<file path="config.mk">
export PLATFORM = sky130hd
export DESIGN_NAME = mul_dot_acc_flat
export DESIGN_NICKNAME = d
export VERILOG_FILES = /design/src/rtl/mul_pkg.sv /design/src/rtl/mul_dot_acc_if.sv /design/src/rtl/Add.sv /design/src/rtl/mul_pipe_reg.sv /design/src/rtl/mul_dot_acc.sv /design/src/flat_wrapper.sv
export SDC_FILE = /design/constraint.sdc
export NUM_CORES = 1
export LEC_CHECK = 0
export CORE_ASPECT_RATIO = 0.75
export CORE_MARGIN = 5
export CORE_UTILIZATION = 30
export DETAILED_ROUTE_END_ITERATION = 6
export GPL_TIMING_DRIVEN = 0
export PLACE_DENSITY = 0.55
export SLEW_MARGIN = 20
export SYNTH_ARGS = -nofsm -noshare
export SYNTH_HDL_FRONTEND = slang
export SYNTH_SLANG_ARGS = --single-unit
</file>
<file path="constraint.sdc">
create_clock -name clk_i -period 3.25 [get_ports clk_i]
set_input_delay 0.65 -clock clk_i [delete_from_list [all_inputs] [get_ports clk_i]]
set_output_delay 0.65 -clock clk_i [all_outputs]
set_load 0.03 [all_outputs]
</file>
<file path="src/rtl/mul_pkg.sv">
// Shared types and elaboration helpers for the multiplier-product consumers.
package mul_pkg;

  typedef enum logic [1:0] {
    IDLE = 2'd0,
    ACC  = 2'd1,
    HOLD = 2'd2
  } state_e;

  function automatic int widthP(input int wx, input int wy);
    return wx + wy;
  endfunction

  function automatic bit acc_fits(input int wa, input int wp);
    return wa >= wp;
  endfunction

endpackage

</file>
<file path="src/rtl/mul_dot_acc_if.sv">
// Product-in / result-out handshake bundle of the dot-product accumulator.
interface mul_dot_acc_if #(
  parameter int widthP = 32,
  parameter int widthA = 40,
  parameter int widthN = 8
);
  logic              in_valid_i;
  logic              in_ready_o;
  logic [widthP-1:0] in_p_i;
  logic              in_last_i;
  logic              out_valid_o;
  logic              out_ready_i;
  logic [widthA-1:0] out_sum_o;
  logic              out_ovf_o;
  logic [widthN-1:0] out_cnt_o;

  modport slave (
    input  in_valid_i, in_p_i, in_last_i, out_ready_i,
    output in_ready_o, out_valid_o, out_sum_o, out_ovf_o, out_cnt_o
  );

  modport master (
    output in_valid_i, in_p_i, in_last_i, out_ready_i,
    input  in_ready_o, out_valid_o, out_sum_o, out_ovf_o, out_cnt_o
  );
endinterface

</file>
<file path="src/rtl/Add.sv">
// Library adder; speed selects the implementation in the full library, this
// slice only carries the behavioural variant.
module Add #(
  parameter int width = 8,
  parameter int speed = 0
) (
  input  logic [width-1:0] a_i,
  input  logic [width-1:0] b_i,
  output logic [width-1:0] s_o
);
  if (speed < 0 || speed > 2) begin : g_bad_speed
    $error("Add: unsupported speed setting");
  end

  assign s_o = a_i + b_i;
endmodule

</file>
<file path="src/rtl/mul_pipe_reg.sv">
// Single-entry valid/ready register; in_ready depends on local state and the
// downstream ready only, never on in_valid.
module mul_pipe_reg #(
  parameter int width = 8
) (
  input  logic             clk_i,
  input  logic             rst_ni,
  input  logic             clr_i,
  input  logic             in_valid_i,
  output logic             in_ready_o,
  input  logic [width-1:0] in_data_i,
  output logic             out_valid_o,
  input  logic             out_ready_i,
  output logic [width-1:0] out_data_o
);
  logic             valid_q, valid_d;
  logic [width-1:0] data_q, data_d;

  assign in_ready_o  = ~valid_q | out_ready_i;
  assign out_valid_o = valid_q;
  assign out_data_o  = data_q;

  always_comb begin
    valid_d = valid_q;
    data_d  = data_q;
    if (clr_i) begin
      valid_d = 1'b0;
    end else if (in_valid_i && in_ready_o) begin
      valid_d = 1'b1;
      data_d  = in_data_i;
    end else if (out_ready_i) begin
      valid_d = 1'b0;
    end
  end

  always_ff @(posedge clk_i or negedge rst_ni) begin
    if (!rst_ni) begin
      valid_q <= 1'b0;
      data_q  <= '0;
    end else begin
      valid_q <= valid_d;
      data_q  <= data_d;
    end
  end
endmodule

</file>
<file path="src/rtl/mul_dot_acc.sv">
// Dot-product accumulator: registers multiplier products and sums each run,
// presenting sum, product count and wrap flag on a result handshake.
//   state | meaning
//   IDLE  | no run open; accumulator cleared, next product starts a run
//   ACC   | run open, adding products until one carries last
//   HOLD  | result presented; stage 1 is not drained
module mul_dot_acc
  import mul_pkg::*;
#(
  parameter int widthX = 16,
  parameter int widthY = 16,
  parameter int widthA = 40,
  parameter int widthN = 8,
  parameter int speed  = 0
) (
  input  logic          clk_i,
  input  logic          rst_ni,
  input  logic          clr_i,
  mul_dot_acc_if.slave  bus
);
  localparam int WP = widthP(widthX, widthY);

  if (!acc_fits(widthA, WP)) begin : g_bad_width
    $error("mul_dot_acc: accumulator narrower than the product");
  end

  typedef logic [widthA-1:0] acc_t;

  state_e            state_q, state_d;
  acc_t              acc_q, acc_d;
  logic [widthN-1:0] cnt_q, cnt_d;
  logic              ovf_q, ovf_d;

  logic          s1_valid, s1_last, drain, consume;
  logic [WP-1:0] s1_p;
  acc_t          p_ext;
  logic [widthA:0] add_s;

  assign drain   = (state_q != HOLD);
  assign consume = s1_valid & drain;
  assign p_ext   = acc_t'(s1_p);

  mul_pipe_reg #(.width(WP + 1)) u_s1 (
    .clk_i       (clk_i),
    .rst_ni      (rst_ni),
    .clr_i       (clr_i),
    .in_valid_i  (bus.in_valid_i),
    .in_ready_o  (bus.in_ready_o),
    .in_data_i   ({bus.in_last_i, bus.in_p_i}),
    .out_valid_o (s1_valid),
    .out_ready_i (drain),
    .out_data_o  ({s1_last, s1_p})
  );

  // One extra bit on both operands exposes the carry out of the accumulator.
  Add #(.width(widthA + 1), .speed(speed)) u_add (
    .a_i ({1'b0, acc_q}),
    .b_i ({1'b0, p_ext}),
    .s_o (add_s)
  );

  always_comb begin
    state_d = state_q;
    acc_d   = acc_q;
    cnt_d   = cnt_q;
    ovf_d   = ovf_q;
    unique case (state_q)
      IDLE: begin
        acc_d = '0;
        cnt_d = '0;
        ovf_d = 1'b0;
        if (consume) begin
          acc_d   = p_ext;
          cnt_d   = widthN'(1);
          state_d = s1_last ? HOLD : ACC;
        end
      end
      ACC: begin
        if (consume) begin
          acc_d = add_s[widthA-1:0];
          ovf_d = ovf_q | add_s[widthA];
          cnt_d = (cnt_q == '1) ? cnt_q : cnt_q + widthN'(1);
          if (s1_last) state_d = HOLD;
        end
      end
      HOLD: begin
        if (bus.out_ready_i) begin
          state_d = IDLE;
          acc_d   = '0;
          cnt_d   = '0;
          ovf_d   = 1'b0;
        end
      end
      default: state_d = IDLE;
    endcase
    if (clr_i) begin
      state_d = IDLE;
      acc_d   = '0;
      cnt_d   = '0;
      ovf_d   = 1'b0;
    end
  end

  always_ff @(posedge clk_i or negedge rst_ni) begin
    if (!rst_ni) begin
      state_q <= IDLE;
      acc_q   <= '0;
      cnt_q   <= '0;
      ovf_q   <= 1'b0;
    end else begin
      state_q <= state_d;
      acc_q   <= acc_d;
      cnt_q   <= cnt_d;
      ovf_q   <= ovf_d;
    end
  end

  assign bus.out_valid_o = (state_q == HOLD);
  assign bus.out_sum_o   = acc_q;
  assign bus.out_cnt_o   = cnt_q;
  assign bus.out_ovf_o   = ovf_q;
endmodule

</file>
<file path="src/flat_wrapper.sv">
// flat-port wrapper written by rule: the top's interface ports become plain ports
module mul_dot_acc_flat import mul_pkg::*;
#(
  parameter int widthX = 16,
  parameter int widthY = 16,
  parameter int widthA = 40,
  parameter int widthN = 8,
  parameter int speed  = 0
)
  (clk_i, rst_ni, clr_i, bus_in_valid_i, bus_in_p_i, bus_in_last_i, bus_out_ready_i, bus_in_ready_o, bus_out_valid_o, bus_out_sum_o, bus_out_ovf_o, bus_out_cnt_o);
  mul_dot_acc_if #(.widthP(32), .widthA(widthA), .widthN(widthN)) bus_i ();
  input  logic clk_i;
  input  logic rst_ni;
  input  logic clr_i;
  input wire logic [$bits(bus_i.in_valid_i)-1:0] bus_in_valid_i;
  input wire logic [$bits(bus_i.in_p_i)-1:0] bus_in_p_i;
  input wire logic [$bits(bus_i.in_last_i)-1:0] bus_in_last_i;
  input wire logic [$bits(bus_i.out_ready_i)-1:0] bus_out_ready_i;
  output wire logic [$bits(bus_i.in_ready_o)-1:0] bus_in_ready_o;
  output wire logic [$bits(bus_i.out_valid_o)-1:0] bus_out_valid_o;
  output wire logic [$bits(bus_i.out_sum_o)-1:0] bus_out_sum_o;
  output wire logic [$bits(bus_i.out_ovf_o)-1:0] bus_out_ovf_o;
  output wire logic [$bits(bus_i.out_cnt_o)-1:0] bus_out_cnt_o;
  assign bus_i.in_valid_i = bus_in_valid_i;
  assign bus_i.in_p_i = bus_in_p_i;
  assign bus_i.in_last_i = bus_in_last_i;
  assign bus_i.out_ready_i = bus_out_ready_i;
  assign bus_in_ready_o = bus_i.in_ready_o;
  assign bus_out_valid_o = bus_i.out_valid_o;
  assign bus_out_sum_o = bus_i.out_sum_o;
  assign bus_out_ovf_o = bus_i.out_ovf_o;
  assign bus_out_cnt_o = bus_i.out_cnt_o;
  mul_dot_acc #(.widthX(widthX), .widthY(widthY), .widthA(widthA), .widthN(widthN), .speed(speed)) u_core (.clk_i(clk_i), .rst_ni(rst_ni), .clr_i(clr_i), .bus(bus_i));
endmodule
</file>
==> results.cfg, run 1 <==
[worst_hold_path]
hold_path.class = in -> async

[sta]
max_slew_margin = 0.511
fin_skew_ps = 11.3
slew_violations = 0
setup_viol = 0
fin_ws_ps = 258
worstMarginPinSlew_ps = 715
hold_viol_final = 0
post-route-period-util = 0.921
rsz0062_at_grt = no
fin_crit_ps = 2990
whs_ps = 269
fmax_mhz = 334

[worst_setup_path]
critPathRequiredTime_ps = 3490
critical_path_class = reg -> reg
max_stage_delay_ps = 450
cp.arrival_ps = 3230
critical_path.cell_chain = ha_1 > a21oi_1 > nor2_1 > a311oi_1 > o211ai_2 > a2111oi_4 > o31ai_2 > a21oi_2 > nor4_1 > a211o_1
cp-end-kind = register
worst_setup_path_start_kind = register
cp_num_buf_inv = 0
path_delay_family = compound AO/OA/AOI/OAI gates
crit_slowest_cell = a2111oi_4
path_max_fanout = 6

[logic_synthesis]
ys_seq_area_frac = 0.391
synth-edff-count = 0
syn_nets = 652
synth-seq-cells = 85
synthDistinctLibCells = 61
synth_ff_type = dfrtp_1
netlist_area_um2 = 5440
yosys.area.top_type_share = 0.391
syn_area_per_cell_um2 = 9.42
yosysWarnings = 0
yosysTopAreaCell = dfrtp_1
async_reset_ff_frac = 1.00
synthTopCellsByCount = 85 x dfrtp_1, 62 x nor2_1, 40 x a21oi_1, 40 x nand2_1, 36 x ha_1
syn_inst = 577
synth.most_common_cell = dfrtp_1
synth.area.top_cells = dfrtp_1 39%, ha_1 8.3%, mux2_2 6.8%

[routing]
firstDrtPassIters = 5
routed_wl_um = 16000
wl_met1_um = 8280
drt_iter0_markers = 508
via_per_inst = 5.27
vias = 4877
routedWlPerCell_um = 17.3
wl_met2_um = 6720
ant_nets = 0
drc_errors = 0
wl_met3_um = 884
top_layer = met4

[power_and_ir_drop]
peakVddDrop_v = 0.000249
power.density_nw_per_um2 = 630
p_leak_nw = 2.90

[clocking]
cts_tree = built
path_clk_slew_ps = 70
clock_sinks = 85
cts_inserted_buffers = 9
clock_path_buffers = 2
root_buffer = clkbuf_16
clk-insertion-delay-late_ps = 350
hold_buffers = 0
htree_levels = 3

[cells_and_area]
drive_gt1_frac = 0.101
syn_to_final_growth_pct = 29.3
diodes = 0
nNetsFinal = 753
fin_util = 0.397
num-fill-cells = 1764

[die]
core-area_um2 = 17700
io_pins = 89
dieArea_um2 = 20900
die_h_um = 127
die_w_um = 165
initial_core_util = 0.307
num_rows = 42

[global_routing]
antenna_found_initial = 0
grt_remaining_overflow = 0
grt_pass1_vias = 4870
grt.total_usage = 0.156
grt_pass1_wl_um = 26200
grt_start_max_net_pins = 50

[placed_design]
port_buffers = 88
dp_hpwl_um = 12400
post-place-ws_ps = -13.0
place_congestion = 0.870

[outcome]
status = complete, no violations

[flow_run]
maxCapViolCount = 0
==> power breakdown <==
| part | total (mW) | internal, mW | switching [mW] |
|---|---|---|---|
| Sequential | 1.35 | 1.21 | 0.144 |
| Combinational | 1.84 | 0.739 | 1.10 |
| Clock | 1.24 | 0.795 | 0.443 |
| Total | 4.43 | 2.74 | 1.69 |
==> repair_timing <==
item                                    in CTS  in global routing
buffers inserted                             0                  0
endpoints found under the setup margin       0                  5
gates resized for setup                      0                  2
==> cells in the final DEF, fill, tap and decap left out, types with 12 or more instances in the layout <==
| master | n |
|---|---|
| mux2_2 | 33 |
| dfrtp_1 | 85 |
| xor2_1 | 14 |
| a21o_1 | 12 |
| o21ai_0 | 31 |
| nor3_1 | 23 |
| a21oi_1 | 40 |
| a221oi_1 | 16 |
| xnor2_1 | 24 |
| a22oi_1 | 16 |
| clkbuf_1 | 16 |
| nor2_1 | 61 |
| nand2_1 | 40 |
| clkdlybuf4s50_1 | 87 |
| ha_1 | 36 |
==> metrics by stage <==
step	power, mW	TNS (ps)	instance area (um^2)	instances
floorplan	2.60	0	5440	577
global placement	3.15	-149720	6620	907
detailed placement	3.18	-20.5	6660	909
CTS	4.45	0	7010	925
global route	4.71	0	7030	925
finish	4.43	0	7030	925
==> logic make-up (layout without fill, tap and decap cells) <==
group | after synthesis | in the layout | synth area share
AND/OR/NAND/NOR | 179 | 179 | 0.156
AO/OA/AOI/OAI | 173 | 173 | 0.214
flip-flops | 85 | 85 | 0.391
XOR/XNOR | 38 | 38 | 0.0612
adder cells (fa/ha/maj) | 37 | 37 | 0.0866
multiplexers | 33 | 33 | 0.0684
buffers and inverters | 32 | 138 | 0.0228
==> state kept, by name (all words and copies together) (netlist names) <==
name	cells
u_core.u_s1.out_data_o	33
u_core.bus.out_sum_o	40
u_core.u_s1.out_valid_o	1
u_core.bus.out_ovf_o	1
u_core.state_q	2
u_core.bus.out_cnt_o	8
==> cell type report <==
class	instances	area, um^2	share of cell area
Tap cell	242	303	0.0431
Multi-Input combinational cell	460	3210	0.456
Clock inverter	5	106	0.0151
Inverter	11	41.3	0.00587
Timing Repair Buffer	90	911	0.130
Clock buffer	11	253	0.0360
Buffer	21	82.6	0.0117
Sequential cell	85	2130	0.303
==> per-layer routing <==
layer / vias to the layer above / GRT usage
met5: - / 0
met4: 0 / 0.0320
met3: 10 / 0.0415
met2: 128 / 0.221
met1: 2406 / 0.236
li1: 2333 / -
==> worst paths after layout <==
path | start | endpoint | slack (ps) | depth (start not counted)
setup / recovery | u_core.bus.out_sum_o[12] | u_core.bus.out_sum_o[35] | 260 | 10
hold / removal | rst_ni | u_core.bus.out_sum_o[21] | 270 | 1
setup reg to reg | u_core.bus.out_sum_o[12] | u_core.bus.out_sum_o[35] | 260 | 10
hold reg to reg | u_core.u_s1.out_data_o[26] | u_core.bus.out_sum_o[26] | 540 | 2
max in group asynchronous | rst_ni | u_core.bus.out_sum_o[36] | 2370 | 2
min in group clk_i | u_core.u_s1.out_data_o[26] | u_core.bus.out_sum_o[26] | 540 | 2
No activity file was read; power rests on OpenSTA's default activity.
==> inputs of run 2 (changes only) <==
- CORE_UTILIZATION: 30 -> 54
- PLACE_DENSITY: 0.55 -> 0.86
- SLEW_MARGIN: 20 -> 10
==> results.cfg, run 2 (synthesis gave the netlist of run 1 again) <==
[routing]
via_per_inst = 6.20
drc_errors = 0
firstDrtPassIters = 5
routedWlPerCell_um = 19.0
wl_met3_um = 1130
top_layer = met4
wl_met2_um = 7060
vias = 5051
routed_wl_um = 15500
wl_met1_um = 7070
drt_iter0_markers = 479
ant_nets = 0

[power_and_ir_drop]
p_leak_nw = 2.89
p_int_mw = 2.72
power.density_nw_per_um2 = 643
totalPowerFinal_mw = 4.42
peakVddDrop_v = 0.000352
seqPwrFrac = 0.308
switchingPower_mw = 1.70
clkPwrFrac = 0.273
combPwrFrac = 0.419
switching_share = 0.384

[sta]
worstMarginPinSlew_ps = 919
setup_viol = 0
slew_violations = 0
fmax_mhz = 318
fin_ws_ps = 105
max_slew_margin = 0.386
post-route-period-util = 0.968
fin_skew_ps = 8.24
fin_crit_ps = 3140
hold_viol_final = 0

[worst_setup_path]
path_max_fanout = 6
critical_path_class = reg -> reg
critical_path.cell_chain = ha_1 > a21oi_1 > o21ai_0 > a2111oi_1 > o211ai_1 > o221ai_2 > nor2_1 > nand3_1 > xor2_1 > nor2_1
path_delay_family = compound AO/OA/AOI/OAI gates
critPathRequiredTime_ps = 3460
cp.arrival_ps = 3360
path_common_cell = nor2_1
cp_num_buf_inv = 0
cp-end-kind = register
max_stage_delay_ps = 830
crit_slowest_cell = a2111oi_1
worst_setup_path_start_kind = register

[die]
num_rows = 31
initial_core_util = 0.558
core-area_um2 = 9740
io_pins = 89
die_h_um = 96.9
die_w_um = 126
dieArea_um2 = 12200

[placed_design]
place_congestion = 0.924
post-place-ws_ps = 72.0
port_buffers = 88
dp_hpwl_um = 11500
placed_area_um2 = 6520

[clocking]
post-cts-setup-buffer-count = 0
cts_tree = built
path_clk_slew_ps = 60
clock_sinks = 85
cts.repair.resized = 0
root_buffer = clkbuf_16
htree_levels = 3
clock_path_buffers = 2
clk-insertion-delay-late_ps = 340
cts_inserted_buffers = 9
hold_buffers = 0

[cells_and_area]
largest_reg_flops = 40
layout_common_cells = 87 x clkdlybuf4s50_1, 85 x dfrtp_1, 62 x nor2_1
layout_commonest_cell = clkdlybuf4s50_1
num-fill-cells = 725
drive_gt1_frac = 0.0996
diodes = 0
fin_area_um2 = 6880
syn_to_final_growth_pct = 26.5
nNetsFinal = 753

[outcome]
status = complete, no violations

[global_routing]
grt_pass1_vias = 5072
grt_start_max_net_pins = 51
grt_remaining_overflow = 0
antenna_found_initial = 0
grt_pass1_wl_um = 25600
grt.total_usage = 0.253

[worst_hold_path]
hold_path.class = in -> async

[flow_run]
maxCapViolCount = 0
==> run 2: cell types whose count changed in the layout (fill, tap and decap cells not counted), sizes merged <==
cell	previous run	this run
clkinvlp	1	0
clkinv	1	2
==> run 2: cell type report <==
class	instances	area, um^2	area share
inverter	11	41.3	0.00601
clock inverter	5	108	0.0157
clock buffer	11	243	0.0353
multi-input combinational	460	3200	0.465
sequential	85	2130	0.309
buffer	21	82.6	0.0120
timing repair buffer	90	913	0.133
tap	132	165	0.0240
==> run 2: final timing paths <==
kind / slack [ps] / end / depth (start not counted) / from
max: 110 / u_core.bus.out_sum_o[34] / 10 / u_core.bus.out_sum_o[15]
min: 260 / u_core.u_s1.out_data_o[0] / 1 / rst_ni
max reg2reg: 110 / u_core.bus.out_sum_o[34] / 10 / u_core.bus.out_sum_o[15]
min reg2reg: 540 / u_core.u_s1.out_data_o[29] / 1 / u_core.u_s1.out_data_o[29]
max in group asynchronous: 2360 / u_core.bus.out_sum_o[19] / 2 / rst_ni
min in group clk_i: 540 / u_core.u_s1.out_data_o[29] / 1 / u_core.u_s1.out_data_o[29]
==> run 2: worst register-to-register path: cells and delay by family, from the launching register on <==
kind                       cells  cell delay [ps]
AOI/OAI and AO/OA              5             1730
xor gates and xnor gates       1              170
adders and majority gates      1              400
DFF                            1              420
and+or+nand+nor                3              300
==> run 2: per-stage QoR <==
| stage | std cells | hold WS [ps] | TNS, ps | utilization |
|---|---|---|---|---|
| after global routing | 815 | 301 | -176 | 0.706 |
| after detailed placement | 799 | 529 | 0 | 0.670 |
| final | 815 | 262 | 0 | 0.706 |
| after global placement | 797 | 520 | -127560 | 0.666 |
| after CTS | 815 | 284 | 0 | 0.706 |
| after floorplan | 577 | 354 | 0 | - |
==> run 2: power groups by stage <==
stage               registers, mW  logic, mW  clock network [mW]
floorplan                    1.47       1.13                   0
global placement             1.36       1.74                   0
detailed placement           1.37       1.80                   0
CTS                          1.35       1.82                1.22
global route                 1.38       2.02                1.27
finish                       1.36       1.85                1.21
==> run 2: routing by layer <==
metal	track usage	up-vias
li1	-	2340
met1	0.351	2460
met2	0.401	230
met3	0.0573	21
met4	0.0684	0
met5	0	-
